## src/rtl/cpu_trace_serializer_pkg.sv

```systemverilog
// Shared definitions for the trace serializer: ASCII constants and FSM state encoding.
package trace_defs;

    localparam logic [7:0] CH_NUL    = 8'h00;
    localparam logic [7:0] CH_CARET  = 8'h5E;
    localparam logic [7:0] CH_AT     = 8'h40;
    localparam logic [7:0] CH_COLON  = 8'h3A;
    localparam logic [7:0] CH_DOLLAR = 8'h24;
    localparam logic [7:0] CH_STAR   = 8'h2A;
    localparam logic [7:0] CH_LT     = 8'h3C;
    localparam logic [7:0] CH_EQ     = 8'h3D;
    localparam logic [7:0] CH_HASH   = 8'h23;
    localparam logic [7:0] CH_SPACE  = 8'h20;
    localparam logic [7:0] CH_HEX0   = 8'h30;
    localparam logic [7:0] CH_HEXA   = 8'h61;

    typedef enum logic [3:0] {
        ST_IDLE,
        ST_CARET,
        ST_TIME,
        ST_AT,
        ST_PC,
        ST_COLON,
        ST_SP0,
        ST_TGT,
        ST_TGTVAL,
        ST_SP1,
        ST_LT,
        ST_EQ,
        ST_SP2,
        ST_DATA,
        ST_HASH
    } state_t;

endpackage

```

## src/rtl/cpu_trace_serializer_nibble_to_ascii.sv

```systemverilog
// Maps one nibble to its lowercase hex ASCII character.
module nibble_to_ascii
    import trace_defs::*;
(
    input  logic [3:0] i_nib,
    output logic [7:0] o_ascii
);

    always_comb begin
        if (i_nib < 4'd10) begin
            o_ascii = CH_HEX0 + {4'h0, i_nib};
        end else begin
            o_ascii = CH_HEXA + {4'h0, i_nib} - 8'd10;
        end
    end

endmodule

```

## src/rtl/cpu_trace_serializer.sv

```systemverilog
// Serializes one retired-instruction trace record per handshake into ASCII text,
// one character per clock, in the form parsed by the downstream checker.
module cpu_trace_serializer
    import trace_defs::*;
#(
    parameter int unsigned TIME_DIGITS = 4
) (
    input  logic                     clk,
    input  logic                     reset,
    input  logic                     in_valid,
    output logic                     in_ready,
    input  logic                     is_mem,
    input  logic [4*TIME_DIGITS-1:0] time_bcd,
    input  logic [31:0]              pc,
    input  logic [4:0]               grf_addr,
    input  logic [31:0]              mem_addr,
    input  logic [31:0]              data,
    output logic [7:0]               char,
    output logic                     char_valid
);

    state_t                   r_state;
    state_t                   w_next_state;
    logic [2:0]               r_cnt;
    logic [2:0]               w_next_cnt;
    logic                     r_is_mem;
    logic [4*TIME_DIGITS-1:0] r_time;
    logic [31:0]              r_pc;
    logic [4:0]               r_grf;
    logic [31:0]              r_mem_addr;
    logic [31:0]              r_data;
    logic [7:0]               r_char;
    logic                     r_char_valid;

    logic       w_accept;
    logic [2:0] w_time_first;
    logic       w_grf_two;
    logic [3:0] w_tens;
    logic [4:0] w_ones;
    logic [2:0] w_tgt_last;
    logic [3:0] w_nib;
    logic [7:0] w_hex;
    logic [7:0] w_next_char;

    assign in_ready   = (r_state == ST_IDLE) || (r_state == ST_HASH);
    assign w_accept   = in_valid && in_ready;
    assign char       = r_char;
    assign char_valid = r_char_valid;

    // First non-zero time digit (MS-first index); all-zero time still prints the last digit.
    always_comb begin
        w_time_first = 3'(TIME_DIGITS - 1);
        for (int unsigned k = 0; k < TIME_DIGITS; k++) begin
            if (r_time[4*k +: 4] != 4'd0) begin
                w_time_first = 3'(TIME_DIGITS - 1 - k);
            end
        end
    end

    always_comb begin
        if (r_grf >= 5'd30) begin
            w_tens = 4'd3;
            w_ones = r_grf - 5'd30;
        end else if (r_grf >= 5'd20) begin
            w_tens = 4'd2;
            w_ones = r_grf - 5'd20;
        end else if (r_grf >= 5'd10) begin
            w_tens = 4'd1;
            w_ones = r_grf - 5'd10;
        end else begin
            w_tens = 4'd0;
            w_ones = r_grf;
        end
    end

    assign w_grf_two  = (r_grf >= 5'd10);
    assign w_tgt_last = r_is_mem ? 3'd7 : {2'b00, w_grf_two};

    always_comb begin
        w_next_state = r_state;
        w_next_cnt   = r_cnt;
        case (r_state)
            ST_IDLE, ST_HASH: begin
                w_next_state = w_accept ? ST_CARET : ST_IDLE;
                w_next_cnt   = '0;
            end
            ST_CARET: begin
                w_next_state = ST_TIME;
                w_next_cnt   = w_time_first;
            end
            ST_TIME: begin
                if (r_cnt == 3'(TIME_DIGITS - 1)) begin
                    w_next_state = ST_AT;
                    w_next_cnt   = '0;
                end else begin
                    w_next_cnt = r_cnt + 3'd1;
                end
            end
            ST_AT:    w_next_state = ST_PC;
            ST_PC: begin
                if (r_cnt == 3'd7) begin
                    w_next_state = ST_COLON;
                    w_next_cnt   = '0;
                end else begin
                    w_next_cnt = r_cnt + 3'd1;
                end
            end
            ST_COLON: w_next_state = ST_SP0;
            ST_SP0:   w_next_state = ST_TGT;
            ST_TGT: begin
                w_next_state = ST_TGTVAL;
                w_next_cnt   = '0;
            end
            ST_TGTVAL: begin
                if (r_cnt == w_tgt_last) begin
                    w_next_state = ST_SP1;
                    w_next_cnt   = '0;
                end else begin
                    w_next_cnt = r_cnt + 3'd1;
                end
            end
            ST_SP1:   w_next_state = ST_LT;
            ST_LT:    w_next_state = ST_EQ;
            ST_EQ:    w_next_state = ST_SP2;
            ST_SP2: begin
                w_next_state = ST_DATA;
                w_next_cnt   = '0;
            end
            ST_DATA: begin
                if (r_cnt == 3'd7) begin
                    w_next_state = ST_HASH;
                    w_next_cnt   = '0;
                end else begin
                    w_next_cnt = r_cnt + 3'd1;
                end
            end
            default: begin
                w_next_state = ST_IDLE;
                w_next_cnt   = '0;
            end
        endcase
    end

    // Output is registered, so the character is chosen from the state being entered.
    always_comb begin
        w_nib = '0;
        case (w_next_state)
            ST_TIME: w_nib = r_time[4*(TIME_DIGITS - 1 - 32'(w_next_cnt)) +: 4];
            ST_PC:   w_nib = r_pc[{~w_next_cnt, 2'b00} +: 4];
            ST_DATA: w_nib = r_data[{~w_next_cnt, 2'b00} +: 4];
            ST_TGTVAL: begin
                if (r_is_mem) begin
                    w_nib = r_mem_addr[{~w_next_cnt, 2'b00} +: 4];
                end else if (w_grf_two && (w_next_cnt == 3'd0)) begin
                    w_nib = w_tens;
                end else begin
                    w_nib = 4'(w_ones);
                end
            end
            default: w_nib = '0;
        endcase
    end

    nibble_to_ascii u_nib (
        .i_nib   (w_nib),
        .o_ascii (w_hex)
    );

    always_comb begin
        w_next_char = CH_NUL;
        case (w_next_state)
            ST_CARET:                   w_next_char = CH_CARET;
            ST_TIME, ST_PC,
            ST_TGTVAL, ST_DATA:         w_next_char = w_hex;
            ST_AT:                      w_next_char = CH_AT;
            ST_COLON:                   w_next_char = CH_COLON;
            ST_SP0, ST_SP1, ST_SP2:     w_next_char = CH_SPACE;
            ST_TGT:                     w_next_char = r_is_mem ? CH_STAR : CH_DOLLAR;
            ST_LT:                      w_next_char = CH_LT;
            ST_EQ:                      w_next_char = CH_EQ;
            ST_HASH:                    w_next_char = CH_HASH;
            default:                    w_next_char = CH_NUL;
        endcase
    end

    always_ff @(posedge clk or negedge reset) begin
        if (!reset) begin
            r_state      <= ST_IDLE;
            r_cnt        <= '0;
            r_char       <= '0;
            r_char_valid <= 1'b0;
            r_is_mem     <= 1'b0;
            r_time       <= '0;
            r_pc         <= '0;
            r_grf        <= '0;
            r_mem_addr   <= '0;
            r_data       <= '0;
        end else begin
            r_state      <= w_next_state;
            r_cnt        <= w_next_cnt;
            r_char       <= w_next_char;
            r_char_valid <= (w_next_state != ST_IDLE);
            if (w_accept) begin
                r_is_mem   <= is_mem;
                r_time     <= time_bcd;
                r_pc       <= pc;
                r_grf      <= grf_addr;
                r_mem_addr <= mem_addr;
                r_data     <= data;
            end
        end
    end

endmodule
```

## config.mk

```make
export PLATFORM = sky130hd
export DESIGN_NAME = cpu_trace_serializer
export DESIGN_NICKNAME = d
export VERILOG_FILES = /design/src/rtl/cpu_trace_serializer_pkg.sv /design/src/rtl/cpu_trace_serializer_nibble_to_ascii.sv /design/src/rtl/cpu_trace_serializer.sv
export SDC_FILE = /design/constraint.sdc
export NUM_CORES = 1
export LEC_CHECK = 0
export BUFFER_PORTS_ARGS = -buffer_cell sky130_fd_sc_hd__clkbuf_2
export CORE_MARGIN = 5
export CORE_UTILIZATION = 56
export DETAILED_ROUTE_END_ITERATION = 10
export PLACE_DENSITY = 0.8
export SETUP_SLACK_MARGIN = 0.3
export SLEW_MARGIN = 20
export SYNTH_ARGS = -nofsm -noshare
export SYNTH_HDL_FRONTEND = slang
export SYNTH_SLANG_ARGS = --single-unit
```

## constraint.sdc

```tcl
create_clock -name clk -period 4 [get_ports clk]
set_clock_uncertainty 0.05 [all_clocks]
set_input_delay 0.4 -clock clk [delete_from_list [all_inputs] [get_ports clk]]
set_output_delay 0.4 -clock clk [all_outputs]
set_load 0.005 [all_outputs]
```

==> impl_metrics.toml <==
[outcome]
status = "finished, final reports clean"

[clocking]
clock_sinks = 133
clock_latency_ns = 0.41
clk_pin_slew_ns = 0.06
cts-htree-levels = 4
cts-root-buf = "clkbuf_16"
clock_path_buffers = 2
numCtsBuffers = 17
cts_tree = "yes"

[timing]
drv_slew = 0
finalHoldViolations = 0
fmax_mhz = 263
grt_setup_unrepaired = "true"
relSlewSlack_pct = 33.3
tns_ns = 0
layout_worst_path_cycle_share_pct = 95.2
fin_crit_ns = 3.81
tightestPinTransition_ns = 1.00
setup_viol = 0

[setup_path]
critPathArrivalTime_ns = 4.04
crit_slowest_cell = "dfrtp_1"
critPathLaunchType = "flip-flop"
cp-end-kind = "flip-flop"
path_max_fanout = 5
cp_common_cell = "ha_4"
crit_required_ns = 4.23
path_cells = "ha_4 > ha_4 > nor3b_2 > o21a_1 > a211o_1 > o21ai_4 > clkinv_4 > buf_4 > o31ai_1 > o31ai_1 > a2111oi_2 > nand4bb_4 > inv_4 > ha_4 > inv_4 > nor4_4 > a211o_1"
max_stage_delay_ns = 0.44
worstSetupPathType = "flip-flop to flip-flop"

[routing]
firstDrtPassIters = 5
drt_iter0_markers = 449
postRouteAntennaNets = 0
wl_per_cell_um = 21.1
wl_mm = 20.0
vias = 5756
via_per_inst = 6.07
remaining_drc_errors = 0

[finish]
syn2layout_area_growth_pct = 27.2
drive_gt1_share_pct = 49.5
fillers = 820
nets = 894

[die]
num_rows = 41
coreArea_um2 = 12600
start_util_pct = 56.9
fp.dieH_um = 123
io-pin-count = 131
dieArea_um2 = 15100
dieWidth_um = 123

[place]
port_buffers = 129
place.gp.congestion = 0.905
dp_hpwl_mm = 13.0

[synth]
ys_types = 77
syn_nets = 729
synth-async-reset-ratio_pct = 100
synthTopCellsByArea = "dfrtp_1 (47%), mux2_2 (19%), mux2i_1 (8.5%), nand2_1 (1.9%), ha_1 (1.8%)"
ys_seq_area_share_pct = 46.6
yosys_most_used_dff = "dfrtp_1"
synth_top_area_cell = "dfrtp_1"
synth.most_common_cell = "dfrtp_1"
synth_area_per_cell_um2 = 12.0
synth_warnings = 0
synth_edf_count = 0
yosys-top-cells-count = "dfrtp_1 (133), mux2_2 (123), mux2i_1 (61)"
synth-seq-cells = 133
syn_area_um2 = 7150
synth_top_area_share_pct = 46.6
synthCells = 598

[global_route]
grt_util_all_layers_pct = 25.4
grt_overflow = 0
grt_pass1_vias = 5790
grt_max_degree = 77
grt_pass1_wl_mm = 30.0
antenna_found_initial = 1

[power]
p_total_mw = 9.13
irDropWorstVdd_mv = 0.457
power_density_nw_per_um2 = 1000
p_leak_nw = 4.33

[job]
max_cap_viol_count = 0

[worst_hold_path]
hold_class = "input port to async pin"
==> cells in the final DEF (no fill, tap or decap), types with 3 or more instances in the layout <==
cell type,count
inv_1,14
nor2_1,19
clkbuf_2,128
dfrtp_2,6
inv_4,3
nand2_1,36
clkbuf_16,17
clkbuf_8,4
dfrtp_1,126
nand4_1,8
nand3_1,11
clkinvlp_4,3
a22oi_1,3
a21oi_1,22
buf_4,49
nor3_1,6
o21ai_0,8
nand3b_1,3
o31ai_1,4
ha_4,5
o22ai_1,3
mux2i_1,61
bufinv_16,3
mux2_2,123
ha_1,4
o211ai_1,11
nand2b_1,5
nor2b_1,3
==> power breakdown <==
| part | leakage [nW] | switching [mW] | internal (mW) |
|---|---|---|---|
| clock network | 0.299 | 0.595 | 1.05 |
| logic | 2.46 | 2.50 | 2.42 |
| registers | 1.57 | 0.523 | 2.05 |
| total | 4.33 | 3.62 | 5.52 |
==> state kept, by name, summed over array words and instances (netlist names) <==
signal and cells:
r_mem_addr 32, r_is_mem 1, r_pc 32, r_cnt 3, char 7, r_time 16, r_data 32, r_grf 5
char_valid 1, r_state 4
==> through the flow <==
stage                     utilization (%)  area (um2)  hold slack (ns)  setup slack, ns  instances
after floorplan                         -        7150           0.0544            0.430        598
after global placement               63.8        8010            0.435            0.259        886
after detailed placement             63.8        8010            0.442            0.144        886
after CTS                            69.5        8730            0.131            0.304        922
after global routing                 72.4        9100            0.159           0.0518        949
final                                72.4        9100           0.0829            0.191        949
==> kinds of logic after synthesis <==
logic type | synth area share [%]
and+or+nand+nor | 9.26
AOI/OAI and AO/OA | 9.19
xor gates and xnor gates | 0.245
adders and majority gates | 1.91
buffers and inverters | 3.94
DFF | 46.6
other | 0.0525
muxes | 28.9
==> repair_timing <==
action	4_1_cts	5_1_grt
buffers inserted	4	26
hold buffers	0	0
setup endpoints to repair	4	5
pin swaps	4	19
gates resized for setup	16	34
==> layout make-up <==
| cell class | instances | area (um2) | area share [%] |
|---|---|---|---|
| multi-input cells | 409 | 3740 | 41.1 |
| flip-flops and latches | 133 | 3340 | 36.7 |
| repair buffers | 182 | 1090 | 11.9 |
| clock buffers | 22 | 484 | 5.32 |
| well taps | 172 | 215 | 2.37 |
| clock inverters | 10 | 144 | 1.58 |
| inverters | 20 | 87.6 | 0.963 |
| diodes | 1 | 2.50 | 0.0275 |
==> worst max-delay path, delay by kind of cell, from the launching register on <==
| family | cells | cell delay, ns |
|---|---|---|
| compound gates | 7 | 1.90 |
| fa+ha+maj | 3 | 0.55 |
| buf+inv | 4 | 0.40 |
| flops | 1 | 0.44 |
| simple gates | 3 | 0.36 |
==> layer usage <==
metal,wire [um],up-vias,global-route usage (%),part of all wire [%]
li1,-,2539,-,-
met1,7930,2858,33.1,40
met2,10100,302,42.6,51
met3,1350,57,5.54,6.7
met4,610,0,8.17,3.0
met5,0,-,0,0
==> worst paths after layout <==
path | startpoint | end | slack (ns) | depth (start not counted)
setup / recovery | r_cnt[1] | char[2] | 0.19 | 17
hold / removal | reset | r_pc[31] | 0.08 | 1
setup reg to reg | r_cnt[1] | char[2] | 0.19 | 17
hold reg to reg | r_data[5] | r_data[5] | 0.45 | 1
max in group asynchronous | reset | r_grf[1] | 2.78 | 2
min in group clk | pc[22] | r_pc[22] | 0.17 | 2
Power figures use the tool's default switching activity.
